===== src/rtl/vga_sprite_capture_pkg.sv =====
// Shared definitions for the sprite-capture block and the 640x480 VGA timing logic.
// Holds the capture FSM encoding, standard timing constants and a saturating counter helper.
package vga_sprite_capture_pkg;

    typedef enum logic [1:0] {
        ST_IDLE,
        ST_WAIT_FRAME,
        ST_CAPTURE,
        ST_DONE
    } cap_state_t;

    // 640x480 @ 60 Hz timing, in pixel clocks / lines
    localparam int VGA_H_ACTIVE = 640;
    localparam int VGA_H_FP     = 16;
    localparam int VGA_H_SYNC   = 96;
    localparam int VGA_H_BP     = 48;
    localparam int VGA_H_TOTAL  = VGA_H_ACTIVE + VGA_H_FP + VGA_H_SYNC + VGA_H_BP;

    localparam int VGA_V_ACTIVE = 480;
    localparam int VGA_V_FP     = 10;
    localparam int VGA_V_SYNC   = 2;
    localparam int VGA_V_BP     = 33;
    localparam int VGA_V_TOTAL  = VGA_V_ACTIVE + VGA_V_FP + VGA_V_SYNC + VGA_V_BP;

    localparam int SPR_W_DEF = 82;
    localparam int SPR_H_DEF = 123;
    localparam int ADDR_W    = 14;
    localparam int POS_W     = 10;

    function automatic logic [POS_W-1:0] sat_inc(input logic [POS_W-1:0] v);
        return (v == {POS_W{1'b1}}) ? v : v + 1'b1;
    endfunction

endpackage


===== src/rtl/vga_sync_tracker.sv =====
// Registers the incoming video, detects sync deassertion edges and tracks position.
// hpos/vline describe the pixel currently held in the first register stage.
module vga_sync_tracker
    import vga_sprite_capture_pkg::*;
(
    input  logic             vga_clk,
    input  logic             reset,
    input  logic             hsync,
    input  logic             vsync,
    input  logic             red_in,
    input  logic             green_in,
    input  logic             blue_in,
    output logic             hs_rise,
    output logic             vs_rise,
    output logic [POS_W-1:0] hpos,
    output logic [POS_W-1:0] vline,
    output logic [2:0]       rgb_s1
);

    logic             hs_s1_reg;
    logic             hs_s2_reg;
    logic             vs_s1_reg;
    logic             vs_s2_reg;
    logic [2:0]       rgb_s1_reg;
    logic [POS_W-1:0] hpos_reg;
    logic [POS_W-1:0] vline_reg;

    always_ff @(posedge vga_clk) begin
        if (reset) begin
            hs_s1_reg  <= 1'b1;
            hs_s2_reg  <= 1'b1;
            vs_s1_reg  <= 1'b1;
            vs_s2_reg  <= 1'b1;
            rgb_s1_reg <= 3'b000;
        end else begin
            hs_s1_reg  <= hsync;
            hs_s2_reg  <= hs_s1_reg;
            vs_s1_reg  <= vsync;
            vs_s2_reg  <= vs_s1_reg;
            rgb_s1_reg <= {red_in, green_in, blue_in};
        end
    end

    assign hs_rise = hs_s1_reg & ~hs_s2_reg;
    assign vs_rise = vs_s1_reg & ~vs_s2_reg;
    assign rgb_s1  = rgb_s1_reg;

    // Position is resolved combinationally so it reads 0 in the very edge cycle
    always_comb begin
        hpos = hs_rise ? '0 : sat_inc(hpos_reg);
    end

    always_comb begin
        vline = vline_reg;
        if (vs_rise) begin
            vline = '0;
        end else if (hs_rise) begin
            vline = sat_inc(vline_reg);
        end
    end

    always_ff @(posedge vga_clk) begin
        if (reset) begin
            hpos_reg  <= '0;
            vline_reg <= '0;
        end else begin
            hpos_reg  <= hpos;
            vline_reg <= vline;
        end
    end

endmodule


===== src/rtl/vga_sprite_capture.sv =====
// Captures a rectangular window of one full VGA frame into a sprite RAM, one write per pixel.
// Addresses come from a running counter since the window is scanned in raster order.
module vga_sprite_capture
    import vga_sprite_capture_pkg::*;
#(
    parameter int H_BP  = VGA_H_BP,
    parameter int V_BP  = VGA_V_BP,
    parameter int X0    = 0,
    parameter int Y0    = 0,
    parameter int SPR_W = SPR_W_DEF,
    parameter int SPR_H = SPR_H_DEF
) (
    input  logic              vga_clk,
    input  logic              reset,
    input  logic              start,
    input  logic              hsync,
    input  logic              vsync,
    input  logic              red_in,
    input  logic              green_in,
    input  logic              blue_in,
    output logic              wr_en,
    output logic [ADDR_W-1:0] wr_addr,
    output logic [2:0]        wr_data,
    output logic              busy,
    output logic              done,
    output logic              err
);

    // Window bounds expressed directly in hpos/vline units
    localparam logic [POS_W:0]    X_LO      = (POS_W + 1)'(H_BP + X0);
    localparam logic [POS_W:0]    X_HI      = (POS_W + 1)'(H_BP + X0 + SPR_W);
    localparam logic [POS_W:0]    Y_LO      = (POS_W + 1)'(V_BP + Y0);
    localparam logic [POS_W:0]    Y_HI      = (POS_W + 1)'(V_BP + Y0 + SPR_H);
    localparam logic [ADDR_W-1:0] PIX_TOTAL = ADDR_W'(SPR_W * SPR_H);

    logic             hs_rise;
    logic             vs_rise;
    logic [POS_W-1:0] hpos;
    logic [POS_W-1:0] vline;
    logic [2:0]       rgb_s1;
    logic             in_window;

    cap_state_t        state_reg,    state_next;
    logic              wr_en_reg,    wr_en_next;
    logic [ADDR_W-1:0] wr_addr_reg,  wr_addr_next;
    logic [2:0]        wr_data_reg,  wr_data_next;
    logic [ADDR_W-1:0] addr_cnt_reg, addr_cnt_next;
    logic              err_reg,      err_next;

    vga_sync_tracker u_tracker (
        .vga_clk  (vga_clk),
        .reset    (reset),
        .hsync    (hsync),
        .vsync    (vsync),
        .red_in   (red_in),
        .green_in (green_in),
        .blue_in  (blue_in),
        .hs_rise  (hs_rise),
        .vs_rise  (vs_rise),
        .hpos     (hpos),
        .vline    (vline),
        .rgb_s1   (rgb_s1)
    );

    assign in_window = ({1'b0, hpos}  >= X_LO) && ({1'b0, hpos}  < X_HI) &&
                       ({1'b0, vline} >= Y_LO) && ({1'b0, vline} < Y_HI);

    always_ff @(posedge vga_clk) begin
        if (reset) begin
            state_reg    <= ST_IDLE;
            wr_en_reg    <= 1'b0;
            wr_addr_reg  <= '0;
            wr_data_reg  <= 3'b000;
            addr_cnt_reg <= '0;
            err_reg      <= 1'b0;
        end else begin
            state_reg    <= state_next;
            wr_en_reg    <= wr_en_next;
            wr_addr_reg  <= wr_addr_next;
            wr_data_reg  <= wr_data_next;
            addr_cnt_reg <= addr_cnt_next;
            err_reg      <= err_next;
        end
    end

    always_comb begin
        state_next    = state_reg;
        wr_en_next    = 1'b0;
        wr_addr_next  = wr_addr_reg;
        wr_data_next  = wr_data_reg;
        addr_cnt_next = addr_cnt_reg;
        err_next      = err_reg;

        case (state_reg)
            ST_IDLE: begin
                if (start) begin
                    state_next = ST_WAIT_FRAME;
                    err_next   = 1'b0;
                end
            end
            ST_WAIT_FRAME: begin
                if (vs_rise) begin
                    state_next    = ST_CAPTURE;
                    addr_cnt_next = '0;
                end
            end
            ST_CAPTURE: begin
                // Counter reaches PIX_TOTAL as the final write leaves the output register
                if (addr_cnt_reg == PIX_TOTAL) begin
                    state_next = ST_DONE;
                end else if (vs_rise) begin
                    state_next = ST_IDLE;
                    err_next   = 1'b1;
                end else if (in_window) begin
                    wr_en_next    = 1'b1;
                    wr_addr_next  = addr_cnt_reg;
                    wr_data_next  = rgb_s1;
                    addr_cnt_next = addr_cnt_reg + 1'b1;
                end
            end
            ST_DONE: begin
                state_next = ST_IDLE;
            end
            default: begin
                state_next = ST_IDLE;
            end
        endcase
    end

    assign wr_en   = wr_en_reg;
    assign wr_addr = wr_addr_reg;
    assign wr_data = wr_data_reg;
    assign err     = err_reg;
    assign busy    = (state_reg == ST_WAIT_FRAME) || (state_reg == ST_CAPTURE);
    assign done    = (state_reg == ST_DONE);

endmodule


===== config.mk =====
export PLATFORM = sky130hd
export DESIGN_NAME = vga_sprite_capture
export DESIGN_NICKNAME = d
export VERILOG_FILES = /design/src/rtl/vga_sprite_capture_pkg.sv /design/src/rtl/vga_sync_tracker.sv /design/src/rtl/vga_sprite_capture.sv
export SDC_FILE = /design/constraint.sdc
export NUM_CORES = 1
export LEC_CHECK = 0
export CAP_MARGIN = 20
export CORE_UTILIZATION = 57
export DETAILED_ROUTE_END_ITERATION = 10
export HOLD_SLACK_MARGIN = 0.12
export PLACE_DENSITY = 0.87
export REMOVE_ABC_BUFFERS = 1
export SYNTH_ARGS = -nofsm -noshare
export SYNTH_HDL_FRONTEND = slang
export SYNTH_SLANG_ARGS = --single-unit

===== constraint.sdc =====
create_clock -name vga_clk -period 3.6 [get_ports vga_clk]
set_input_delay 1.08 -clock vga_clk [delete_from_list [all_inputs] [get_ports vga_clk]]
set_output_delay 1.08 -clock vga_clk [all_outputs]
set_load 0.03 [all_outputs]

Word-level counts from Yosys, hierarchy flattened

Index checks and enable logic that the tools add are counted.

Input bits: 8
Flip-flop bits (word level): 62
Output and inout port bits: 21

Multiplexer cells: 20
Equal/unequal tests: 13
Reduce and logical (&&, ||, !) cells: 12
Bitwise logic cells: 7
Magnitude comparators: 4
$add $sub $neg: 3

Operator list:

| kind                                                                     | count |
|---|---|
| 14-bit two-way mux                                                       | 4 |
| 10-bit two-way mux                                                       | 5 |
| 14-bit one-hot mux with 2 select lines                                   | 1 |
| 10-bit by 1-bit adder with 10-bit output (second input constant)         | 2 |
| 10-bit equality test (second input constant)                             | 2 |
| 10-bit by 6-bit >= comparator with 1-bit output (second input constant)  | 2 |
| 10-bit by 8-bit < comparator with 1-bit output (second input constant)   | 2 |
| 14-bit by 1-bit adder with 14-bit output (second input constant)         | 1 |
| 14-bit equality test (second input constant)                             | 1 |
| 2-bit two-way mux                                                        | 4 |
| 2-bit inequality test (second input constant)                            | 4 |
| 2-bit one-hot mux with 4 select lines                                    | 1 |
| 4-bit AND reduction                                                      | 2 |
| 1-bit inverter                                                           | 5 |
| 5-bit AND reduction                                                      | 1 |
| 2-bit equality test (second input constant)                              | 2 |
| 1-bit two-way mux                                                        | 4 |
| 2-bit by 1-bit inequality test with 1-bit output (second input constant) | 2 |
| 2-bit nonzero test                                                       | 2 |
| 4-bit OR reduction                                                       | 1 |
| 1-bit logical AND                                                        | 3 |
| 3-bit by 2-bit inequality test with 1-bit output (second input constant) | 1 |
| 3-bit AND reduction                                                      | 1 |
| 1-bit bitwise AND                                                        | 2 |
| 4 further kinds                                                          | 4 |

Logic depth before layout (Yosys ltp)

Depth in word-level cells: 11
Depth in mapped cells: 11
Gate-level depth less buffers: 10

Modules after synthesis

Synthesis repeated with hierarchy kept, for this count alone.

Cells, all modules: 359
Area total of the unflattened synthesis: 3106.7 sq um

Modules (own cells, without submodules):

| module             | area an instance (sq um) | instances | cells each | seq. area each (sq um) |
|---|---|---|---|---|
| vga_sprite_capture | 1784.2                   | 1         | 199        | 700.7 |
| vga_sync_tracker   | 1322.5                   | 1         | 160        | 540.5 |

Least setup slack after synthesis

OpenSTA, ideal clock, no wires.

Kind: reg2reg
Start point: register u_tracker.vline_reg[3]
End point: register wr_addr_reg[10] (netlist: wr_addr[10])
Buffers on the path: 2
Arrival time: 2449 ps
Cell stages (with the launch flop): 11
Library setup time: 128 ps
Path slack: 1023 ps
Clock period less this slack: 2577 ps
Data required time: 3472 ps
Path through: dfxtp_1 and3_4 buf_6 a41oi_4 mux2i_1 or3_1 or4b_1 o2111a_2 buf_6 mux2i_1 nor2_1

Longest elaborated chain between the ends: 8

RTL lines:

| what                                                                                    | line                         | source |
|---|---|---|
| start, declared                                                                         | vga_sync_tracker.sv:26       | `logic [POS_W-1:0] vline_reg;` |
| start signal, assigned                                                                  | vga_sync_tracker.sv:68       | `vline_reg <= vline;` |
| 10-bit by 1-bit adder with 10-bit output / 10-bit equality test (equally long branches) | vga_sprite_capture_pkg.sv:31 | `return (v == {POS_W{1'b1}}) ? v : v + 1'b1;` |
| 10-bit two-way mux                                                                      | vga_sprite_capture_pkg.sv:31 |  |
| 10-bit two-way mux *                                                                    | vga_sync_tracker.sv:57       | `end else if (hs_rise) begin` |
| 10-bit two-way mux *                                                                    | vga_sync_tracker.sv:55       | `if (vs_rise) begin` |
| 10-bit by 6-bit >= comparator with 1-bit output                                         | vga_sprite_capture.sv:66     | `({1'b0, vline} >= Y_LO) && ({1'b0, vline} < Y_HI);` |
| 1-bit logical AND                                                                       | vga_sprite_capture.sv:65     | `assign in_window = ({1'b0, hpos} >= X_LO) && ({1'b0, hpos} < X_HI) &&` |
| 1-bit logical AND *                                                                     | vga_sprite_capture.sv:66     |  |
| 4-bit AND reduction (no line) *                                                         | --                           |  |
| end signal, assigned                                                                    | vga_sprite_capture.sv:79     | `wr_addr_reg <= wr_addr_next;` |
| end, declared                                                                           | vga_sprite_capture.sv:45     | `logic [ADDR_W-1:0] wr_addr_reg, wr_addr_next;` |

Mark *: on every way between the ends. The rest lies on a longest branch, timed or not.
A chain may end at the register's enable or synchronous reset.

Final worst setup path

Start point: register u_tracker.hpos_reg[1]
End point: register wr_addr_reg[11] (netlist: wr_addr[11])

Longest elaborated chain between the ends: 8

RTL lines:

| what                                                                                                                     | line                         | source |
|---|---|---|
| start, declared                                                                                                          | vga_sync_tracker.sv:25       | `logic [POS_W-1:0] hpos_reg;` |
| start signal, assigned                                                                                                   | vga_sync_tracker.sv:67       | `hpos_reg <= hpos;` |
| 10-bit by 1-bit adder with 10-bit output / 10-bit equality test (equally long branches)                                  | vga_sprite_capture_pkg.sv:31 |  |
| 10-bit two-way mux *                                                                                                     | vga_sprite_capture_pkg.sv:31 |  |
| 10-bit two-way mux *                                                                                                     | vga_sync_tracker.sv:50       | `hpos = hs_rise ? '0 : sat_inc(hpos_reg);` |
| 10-bit by 6-bit >= comparator with 1-bit output / 10-bit by 8-bit < comparator with 1-bit output (equally long branches) | vga_sprite_capture.sv:65     |  |
| 1-bit logical AND * (2 in series)                                                                                        | vga_sprite_capture.sv:65     |  |
| 1-bit logical AND *                                                                                                      | vga_sprite_capture.sv:66     |  |
| 4-bit AND reduction (no line) *                                                                                          | --                           |  |

Marks and branches as above.

==> results.md <==
- Max Cap Viol: 0
- Sequential Power Share: 0.416
- Most frequent cell after synthesis: dfxtp_1
- Outcome: finished, final reports clean
- Unrepaired setup endpoints after global routing: no
- VDD IR max: 258.3 uV
- Area of the multi-input gates: 0.001828 mm2
- Commonest cells post-synth: dfxtp_1, nor2_1, mux2i_1, nand2_1
- Post-Synthesis Cells: 374
- DRT Wirelength: 7114 um
- Via count: 2930
- Minimum clock period: 3.107 ns
- Metal2 WL: 3214 um
- Flops & latches, synth: 62
- Met3 wire length: 373 um
- Largest cells by area after synthesis: dfxtp_1, mux2i_1, nor2_1, and3_1, ha_1
- Setup violators final: 0
- Final ANT Viol Nets: 0
- Io pins: 29
- Leakage power: 1.431 nW
- Initial antenna violation count: 0
- Hold Path End: wr_data[0]
- Post-synth top area cell: dfxtp_1
- Vias in the first global route: 2658
- Area Growth Syn to Fin: 17.38%
- Initial core utilization: 0.6078
- Clock sinks: 62
- CTS max path bufs: 2
- Data required time at the worst endpoint: 3.83 ns
- Crit Path Class: flip-flop to flip-flop
- Psw: 0.0004472 W
- Drc violations: 0
- Final period util: 0.8629
- Clk root buf: clkbuf_8
- CTS tree: done
- IO Port Bufs: 28
- GRT Total Usage: 0.2555
- Drt wl/cell: 15.04 um
- Sum Neg Setup Slack: 0 ns
- Hold Buf Count CTS: 0
- 1st-iter DRT viols: 167
- Synthesized area: 0.003203 mm2
- NumNets Final: 414
- Worst EP arrival: 3.33 ns
- Worst Max-Slew Pin Slew: 0.6297 ns
- Global-route wire length before repair: 12160 um
- Hold Crit Depth: 2
- Reg-to-Reg Start: u_tracker.hpos_reg[1]
- Comb pwr share: 0.145
- Hold path start: u_tracker.rgb_s1[0]
- Row cnt: 26
- Max H-tree Level: 3
- R2R Path End: wr_addr[11]
- CTS resizes: 0
- FF-to-FF path depth: 9
- Fin util: 0.7134
- Switch share: 0.2589
- Die area: 0.005923 mm2
- Reg clk slew, reported paths: 0.07 ns
- Number of diodes: 0
- Crit end category: flip-flop
- Critical Path Start Type: flip-flop
- Clk_lat worst skew: 0.34 ns
- Final HPWL DP: 4801 um
- Via density: 6.195
- Fillcell total: 409
- Share of cells above drive strength 1: 0.08685
- FF-to-FF setup slack: 0.49 ns
- Worst Skew: 0.008050 ns
- Async S/R FF share, synth: 0
- Largest net degree at the start of global routing: 22
- FF+latch area: 0.001241 mm2
- Die height: 76.96 um
- Synth top area share: 0.3875
- Min-delay worst type: flip-flop to flip-flop
- YS warnings: 0
- Worst-path maximum fanout: 21
- GP Congestion: 0.8746
- Grt total ovfl: 0
- Drt pass-1 iters: 5
- Power Dens Cells: 459.5 mW/mm2
- Top sig layer: met4
- EDFF count, synth: 0
- Max-slew violations: 0
- Sequential fraction of the synthesis area: 0.3875
- Post-CTS setup buffer count: 0
- Max-slew headroom: 0.5802
- Top FF cell, synth: dfxtp_1
- Num CTS Buffers: 9
- Core area: 0.005270 mm2
- Chip Width: 76.96 um
- Fmax achieved: 0.3219 GHz
- Clk pwr share: 0.439
- Cell Int Power: 0.001280 W
- Avg Inst Size Synth: 8.564 um2
- Final hold violation count: 0
- M1 WL: 3378 um
- Cell variety after synth: 53
metrics by stage:
step | hold WS (ns) | instance area (um2) | power, W | instances | setup slack [ns]
after floorplan | 0.4335 | 3099 | 0.0008975 | 353 | 0.6857
after global placement | 0.4434 | 3512 | 0.0009724 | 457 | 0.7107
after detailed placement | 0.4626 | 3512 | 0.0009774 | 457 | 0.5762
after CTS | 0.4783 | 3760 | 0.001731 | 473 | 0.5389
after global routing | 0.4976 | 3760 | 0.001793 | 473 | 0.2536
final | 0.4745 | 3760 | 0.001728 | 473 | 0.4935
logic make-up after synthesis:
group,synth area share
adders and majority gates,0.03125
buffers and inverters,0.04180
and+or+nand+nor,0.2895
muxes,0.08164
xor gates and xnor gates,0.01094
DFF,0.3875
AOI/OAI and AO/OA,0.1574
power groups by stage:
stage | registers [W] | logic (W) | clock network (W)
detailed placement | 0.000734 | 0.000244 | 0
global route | 0.000721 | 0.000276 | 0.000796
CTS | 0.000718 | 0.000248 | 0.000766
finish | 0.000718 | 0.000250 | 0.000759
global placement | 0.000732 | 0.000241 | 0
floorplan | 0.000730 | 0.000167 | 0
area by class of cell:
cell class	instances	share of cell area
tap	70	0.02329
multi-input combinational	283	0.4862
timing repair buffer	34	0.08652
inverter	8	0.007987
clock buffer	11	0.03760
clock inverter	5	0.02829
sequential	62	0.3301
layout by cell type (no fill, tap or decap), drive strengths merged, types with 8 or more instances in the layout:
cell,count
dfxtp,62
nor2,58
clkdlybuf4s50,28
mux2i,25
nand2,22
and3,17
o21ai,15
o31ai,13
nand2b,12
nand3,12
a21oi,11
clkbuf,11
nor3,9
inv,8
nand4,8
ha,8
routing by layer:
metal  track usage  up-vias
met5             0        -
met4        0.1346        0
met3       0.04167       16
met2        0.3929      109
met1        0.3420     1392
li1              -     1413
how the worst max path moves through the flow:
| stage | start | endpoint | slack, ns | depth (start not counted) |
|---|---|---|---|---|
| finish | u_tracker.hpos_reg[1] | wr_addr[11] | 0.49 | 9 |
| global route | u_tracker.hpos_reg[1] | wr_addr[11] | 0.25 | 9 |
| CTS | u_tracker.hpos_reg[1] | wr_addr[11] | 0.54 | 9 |
| detailed placement | u_tracker.hpos_reg[1] | wr_addr[11] | 0.58 | 9 |
| global placement | u_tracker.vline_reg[6] | addr_cnt_reg[1] | 0.71 | 8 |
| floorplan | u_tracker.hs_s1_reg | addr_cnt_reg[12] | 0.69 | 8 |
worst max-delay path, stage by stage (launching register included):
cell	delay [ns]
dfxtp_1	0.42
ha_1	0.35
inv_1	0.17
nor3_2	0.44
mux2i_1	0.15
nor4b_1	0.26
mux2_2	0.25
o2111a_2	0.62
mux2i_1	0.28
nor2_1	0.05
Power figures use the tool's default switching activity.
